File: src/rtl/quad_decoder_if.sv
// Quadrature decoder bus: raw A/B inputs, enable and terminal count in,
// decoded position with direction/step/error pulses out.
interface quad_decoder_if;
  logic       a_in;
  logic       b_in;
  logic       en;
  logic [3:0] N;
  logic [3:0] pos;
  logic       dir;
  logic       step;
  logic       err;

  modport master (output a_in, b_in, en, N, input pos, dir, step, err);
  modport slave  (input a_in, b_in, en, N, output pos, dir, step, err);
endinterface

File: src/rtl/quad_decoder.sv
// Quadrature decoder with wrap-around position 0..N, all state on the falling clock edge.
// Optional glitch filter on the synchronized A/B state: define QUAD_GLITCH_FILTER_EN.
module quad_decoder #(
  parameter int SYNC_STAGES = 2,
  parameter int FILT_CYCLES = 3
) (
  input logic           clk,
  input logic           rst,
  quad_decoder_if.slave bus
);

  if (SYNC_STAGES < 2 || SYNC_STAGES > 3) begin : g_bad_sync
    $error("quad_decoder: SYNC_STAGES must be 2 or 3");
  end
  if (FILT_CYCLES < 1 || FILT_CYCLES > 15) begin : g_bad_filt
    $error("quad_decoder: FILT_CYCLES must be 1..15");
  end

  logic [SYNC_STAGES-1:0] sync_a, sync_b;
  logic [1:0]             s;
  logic [1:0]             p_q, p_d;
  logic                   p_valid_q, p_valid_d;
  logic [3:0]             pos_q, pos_d;
  logic                   dir_q, dir_d;
  logic                   step_q, step_d;
  logic                   err_q, err_d;
  logic                   accept;
  logic                   up, down, illegal;

  always_ff @(negedge clk) begin
    if (rst) begin
      sync_a <= '0;
      sync_b <= '0;
    end else begin
      sync_a <= {sync_a[SYNC_STAGES-2:0], bus.a_in};
      sync_b <= {sync_b[SYNC_STAGES-2:0], bus.b_in};
    end
  end

  assign s = {sync_a[SYNC_STAGES-1], sync_b[SYNC_STAGES-1]};

`ifdef QUAD_GLITCH_FILTER_EN
  logic [1:0] cand_q, cand_d;
  logic [3:0] cnt_q, cnt_d;

  // A new state must survive FILT_CYCLES identical samples; any change of candidate restarts the count.
  always_comb begin
    cand_d = cand_q;
    cnt_d  = cnt_q;
    accept = 1'b0;
    if (!p_valid_q || s == p_q) begin
      cnt_d = '0;
    end else if (s != cand_q || cnt_q == 4'd0) begin
      cand_d = s;
      cnt_d  = 4'd1;
    end else if (cnt_q >= 4'(FILT_CYCLES)) begin
      accept = 1'b1;
      cnt_d  = '0;
    end else begin
      cnt_d = cnt_q + 4'd1;
    end
  end

  always_ff @(negedge clk) begin
    if (rst) begin
      cand_q <= '0;
      cnt_q  <= '0;
    end else begin
      cand_q <= cand_d;
      cnt_q  <= cnt_d;
    end
  end
`else
  always_comb begin
    accept = p_valid_q && (s != p_q);
  end
`endif

  always_comb begin
    up      = 1'b0;
    down    = 1'b0;
    illegal = 1'b0;
    if (accept) begin
      case ({p_q, s})
        4'b0001, 4'b0111, 4'b1110, 4'b1000: up      = 1'b1;
        4'b0100, 4'b1101, 4'b1011, 4'b0010: down    = 1'b1;
        4'b0011, 4'b1100, 4'b0110, 4'b1001: illegal = 1'b1;
        default: ;
      endcase
    end
  end

  // N is looked at only when a step lands, so a new N never rewrites the current position.
  always_comb begin
    p_d       = p_q;
    p_valid_d = 1'b1;
    pos_d     = pos_q;
    dir_d     = dir_q;
    step_d    = 1'b0;
    err_d     = 1'b0;
    if (!p_valid_q) begin
      p_d = s;
    end else if (accept) begin
      p_d   = s;
      err_d = illegal;
      if (bus.en && up) begin
        pos_d  = (pos_q >= bus.N) ? 4'd0 : pos_q + 4'd1;
        dir_d  = 1'b1;
        step_d = 1'b1;
      end else if (bus.en && down) begin
        pos_d  = (pos_q == 4'd0 || pos_q > bus.N) ? bus.N : pos_q - 4'd1;
        dir_d  = 1'b0;
        step_d = 1'b1;
      end
    end
  end

  always_ff @(negedge clk) begin
    if (rst) begin
      p_q       <= '0;
      p_valid_q <= 1'b0;
      pos_q     <= '0;
      dir_q     <= 1'b1;
      step_q    <= 1'b0;
      err_q     <= 1'b0;
    end else begin
      p_q       <= p_d;
      p_valid_q <= p_valid_d;
      pos_q     <= pos_d;
      dir_q     <= dir_d;
      step_q    <= step_d;
      err_q     <= err_d;
    end
  end

  assign bus.pos  = pos_q;
  assign bus.dir  = dir_q;
  assign bus.step = step_q;
  assign bus.err  = err_q;

endmodule

File: src/flat_wrapper.sv
// flat-port wrapper written by rule: the top's interface ports become plain ports
module quad_decoder_flat 
#(
  parameter int SYNC_STAGES = 2,
  parameter int FILT_CYCLES = 3
)
  (clk, rst, bus_a_in, bus_b_in, bus_en, bus_N, bus_pos, bus_dir, bus_step, bus_err);
  quad_decoder_if bus_i ();
  input logic clk;
  input logic rst;
  input wire logic [$bits(bus_i.a_in)-1:0] bus_a_in;
  input wire logic [$bits(bus_i.b_in)-1:0] bus_b_in;
  input wire logic [$bits(bus_i.en)-1:0] bus_en;
  input wire logic [$bits(bus_i.N)-1:0] bus_N;
  output wire logic [$bits(bus_i.pos)-1:0] bus_pos;
  output wire logic [$bits(bus_i.dir)-1:0] bus_dir;
  output wire logic [$bits(bus_i.step)-1:0] bus_step;
  output wire logic [$bits(bus_i.err)-1:0] bus_err;
  assign bus_i.a_in = bus_a_in;
  assign bus_i.b_in = bus_b_in;
  assign bus_i.en = bus_en;
  assign bus_i.N = bus_N;
  assign bus_pos = bus_i.pos;
  assign bus_dir = bus_i.dir;
  assign bus_step = bus_i.step;
  assign bus_err = bus_i.err;
  quad_decoder #(.SYNC_STAGES(SYNC_STAGES), .FILT_CYCLES(FILT_CYCLES)) u_core (.clk(clk), .rst(rst), .bus(bus_i));
endmodule
File: config.mk
export PLATFORM = sky130hd
export DESIGN_NAME = quad_decoder_flat
export DESIGN_NICKNAME = d
export VERILOG_FILES = /design/src/rtl/quad_decoder_if.sv /design/src/rtl/quad_decoder.sv /design/src/flat_wrapper.sv
export SDC_FILE = /design/constraint.sdc
export NUM_CORES = 1
export LEC_CHECK = 0
export BUFFER_PORTS_ARGS = -buffer_cell sky130_fd_sc_hd__buf_2
export CELL_PAD_IN_SITES_DETAIL_PLACEMENT = 0
export CELL_PAD_IN_SITES_GLOBAL_PLACEMENT = 2
export CORE_MARGIN = 4
export CORE_UTILIZATION = 31
export CTS_CLUSTER_SIZE = 40
export DETAILED_ROUTE_END_ITERATION = 10
export HOLD_SLACK_MARGIN = 0.08
export MAX_ROUTING_LAYER = met4
export PLACE_DENSITY_LB_ADDON = 0.3
export SLEW_MARGIN = 10
export SYNTH_ARGS = -nofsm -noshare
export SYNTH_HDL_FRONTEND = slang
export SYNTH_SLANG_ARGS = --single-unit
File: constraint.sdc
create_clock -name clk -period 2.22 [get_ports clk]
set_input_delay 0.222 -clock clk [delete_from_list [all_inputs] [get_ports clk]]
set_output_delay 0.222 -clock clk [all_outputs]
set_load 0.01 [all_outputs]
Word-level counts from Yosys, hierarchy flattened

Cells that the tools add are included.

Word-level logic and storage cells: 55
Output and inout port bits: 7
Input port bits: 9
Memories kept: 0
Bits in writable memories: 0
Bits in latches: 0
Bits in registers: 14
Bits in read-only memories: 0

Multiply operators: 0
Bitwise gates (word level): 2
Magnitude comparators: 2
Equal/unequal tests: 14
Shift operators: 0
Divide/modulo/power cells: 0
Multiplexer cells: 16
Reduce and logical (&&, ||, !) cells: 11
Add/sub/neg operators: 2

Operator list:

| cell                  | number |
|---|---|
| $eq A4 B4 Y1 const B  | 6 |
| $mux W4               | 4 |
| $eq A4 B3 Y1 const B  | 3 |
| $reduce_or A4 Y1      | 3 |
| $mux W1               | 10 |
| $eq A4 B2 Y1 const B  | 2 |
| $add A4 B1 Y4 const B | 1 |
| $eq A4 B1 Y1 const B  | 1 |
| $ge A4 B4 Y1          | 1 |
| $gt A4 B4 Y1          | 1 |
| $logic_not A4 Y1      | 1 |
| $mux W2               | 2 |
| $sub A4 B1 Y4 const B | 1 |
| $logic_and A1 B1 Y1   | 3 |
| $reduce_and A3 Y1     | 1 |
| $reduce_or A3 Y1      | 1 |
| $ne A2 B2 Y1          | 1 |
| $ne A2 B2 Y1 const B  | 1 |
| $not A1 Y1            | 2 |
| $reduce_bool A2 Y1    | 1 |
| $logic_or A1 B1 Y1    | 1 |

Depth between registers and ports, before layout

Word-level depth: 7
Mapped depth: 7
Mapped depth without buffers: 7

==> key figures <==
Floorplan
  – Starting Density: around a third
  – Die ar.: 0.003296 mm²
  – Placeable Area: 0.002276 mm²
  – Die width: 57.42 µm
  – Die Ht: 57.42 µm
  – Core Rows: 17
  – I/O pins: 16

Timing
  – Worst Tran Pin Value: 0.3234 ns
  – Setup TNS: -0.7345 ns
  – RSZ-0062 raised after global routing: yes
  – Setup ws final: -0.2153 ns
  – Slew headroom: 78.29%
  – Worst Skew: 0.01219 ns
  – Max Slew Vio Count: 0
  – Final setup fails: 5
  – Fin. Hold Viols: 0

Clock tree
  – TritonCTS clock tree: yes
  – CTS Buf Count: 3
  – Max H-tree Level: 1
  – Reg clk slew, reported paths: approximately 0.04 ns
  – Clock sinks: 14
  – Max clock buf depth: 2
  – Worst skew pair latency: ~0.36 ns
  – Root buf cell: clkbuf_4

Cells and area
  – Fill count: 209
  – Util after Layout: 54.43%
  – # nets final: between 100 and 150
  – Ant. Diodes: 0
  – Area Overhead vs Synth: 63.64%
  – Register area: 287.8 µm²
  – Multi-input gate area: between 500 and 600 µm²
  – Share of cells above drive strength 1: 44.62%

Placed design
  – Input/output buffers: 15
  – DP HPWL: 1379 µm
  – RD Place Congestion: 0.8336
  – Pre-CTS WS: -0.6527 ns

Worst setup path
  – Nature of the critical path startpoint: input port
  – Crit Path Class: in2reg
  – Worst EP arrival: 1.60 ns
  – Crit path capture type: flop
  – Crit-path max FO: 3
  – CP required: 1.38 ns

Route
  – Vias: 761
  – DR WL met2: 884 µm
  – Routed wl met3: 115 µm
  – Drc violations: 0
  – WL per Instance: 12.23 µm
  – M1 wire length: 906 µm
  – Via-to-Cell Ratio: 4.816
  – Detailed Route WL: 1932 µm
  – DRT Pass-1 Iters: 4
  – Initial DRC count: 13
  – Top Layer Used: met4
  – Post-DRT Antenna Nets: 0

Synth
  – Number of synthesized register bits: 14
  – Seq/Total Area, Yosys: 37.02%
  – Async set-reset flop share out of synthesis: 0%
  – Most area-consuming cells after synthesis: dfxtp_1, ha_1, nor2b_1
  – Synth Area per Inst: between 9 and 10 µm²
  – EDFF count, synth: 0
  – Synth unique cells: 28
  – Yosys top cell by area: dfxtp_1
  – Mapped Area: 757.0 µm²
  – Mapped Cells: 84
  – Syn_nets: 99
  – Yosys top cell area share: around 37%
  – Top-count cell post-synth: dfxtp_1
  – YS warnings: 0
  – Commonest cells in the netlist: dfxtp_1, inv_1, nand3_1, nor2b_1, ha_1
  – Dominant synthesized flop cell: dfxtp_1

Outcome
  – Outcome: finished with violations
  – Failing checks: negative setup slack

Power
  – Internal power: 0.4728 mW
  – Clock power frac: roughly a third
  – Sequential power share: between 30% and 40%
  – Final Power: between 0.7 and 0.8 mW
  – Power per Cell Area: 582.2 mW/mm²
  – Lkg Pwr: 0.5683 nW
  – Gate power share: 27.4%
  – Sw frac: ~34%
  – VDD IR max: 325.5 µV
  – Switching power: roughly 0.25 mW

GRT
  – Largest net degree at the start of global routing: 12
  – Number of global-route vias before repair: ~730
  – Initial antenna violation count: 0
  – First-pass GRT wire length: 3153 µm
  – GR Util All Layers: between 10 and 15%
  – Total gr overflow: 0

Job
  – Max-cap violations: 0

Hold path
  – HP Class: reg2reg
==> metal layers <==
layer,track usage (%),vias to the layer above
li1,-,389
met1,14.82,349
met2,17.74,20
met3,7.014,3
met4,6.623,0
met5,-,-
==> cells by family (layout without fill, tap and decap cells) <==
kind of cell    count (synthesis)  in the layout  synth area share, %
compound gates                 16             16                16.20
xor+xnor                        9              9                10.41
fa+ha+maj                       6              6                9.917
buf+inv                        10             56                4.958
flops                          14             14                37.02
simple gates                   29             29                21.49
==> layout make-up <==
type	count	area share [%]
Clock buffer	3	1.818
Clock inverter	15	4.646
Inverter	8	3.232
Multi-Input combinational cell	60	45.35
Sequential cell	14	23.23
Tap cell	28	2.828
Timing Repair Buffer	30	18.89
==> power groups by stage <==
stage / clock network [mW] / registers (mW) / logic [mW]
after floorplan: 0.0414 / 0.281 / 0.0852
after global placement: 0.0414 / 0.276 / 0.148
after detailed placement: 0.0414 / 0.276 / 0.150
after CTS: 0.268 / 0.272 / 0.169
after global routing: 0.295 / 0.273 / 0.215
final: 0.252 / 0.272 / 0.197
==> per-stage QoR <==
stage | hold WS [ns] | area [µm²] | std cells
floorplan | 0.4138 | 819.5 | 84
global placement | 0.4197 | 1023 | 139
detailed placement | 0.4265 | 1023 | 139
CTS | 0.4288 | 1164 | 157
global route | 0.4527 | 1239 | 158
finish | 0.4228 | 1239 | 158
==> registers in the layout, summed over array words and instances, names as in the netlist <==
| name | cells |
|---|---|
| u_core.bus.pos | 4 |
| u_core.bus.step | 1 |
| u_core.sync_b | 2 |
| u_core.p_q | 2 |
| u_core.sync_a | 2 |
| u_core.p_valid_q | 1 |
| u_core.bus.dir | 1 |
| u_core.bus.err | 1 |
==> critical path, stage by stage <==
cell and delay [ns]:
buf_4 0.12, inv_8 0.03, ha_4 0.27, and4_4 0.22, o32ai_2 0.08, o21bai_4 0.20
or3_4 0.33, a41oi_2 0.12
==> cell usage in the layout (no fill, tap or decap), types with 2 or more instances in the layout <==
master	n
xor2_1	4
o21ai_0	3
dfxtp_4	2
buf_2	10
nand3_1	4
clkbuf_4	3
a21boi_1	2
a311oi_1	2
nor3_1	3
dfxtp_1	12
nand3_2	3
nand2_1	4
ha_4	4
inv_1	19
xnor2_1	5
buf_4	12
nor2_1	2
buf_6	7
ha_1	2
nor2b_1	6
==> final timing paths <==
kind	to	cells after the start	slack (ns)	start
worst max-delay path	u_core.bus.pos[1]	8	-0.22	bus_N[3]
worst min-delay path	u_core.sync_a[1]	1	0.42	u_core.sync_a[0]
worst max register to register	u_core.bus.pos[3]	9	0.38	u_core.bus.pos[1]
worst min register to register	u_core.sync_a[1]	1	0.42	u_core.sync_a[0]
==> what timing repair did <==
action	4_1_cts	5_1_grt
resized for setup	13	15
buffers inserted	1	1
pin swaps	5	10
hold buffers	0	0
setup endpoints to repair	7	7
Note: power is estimated with default switching activity, not from simulation.
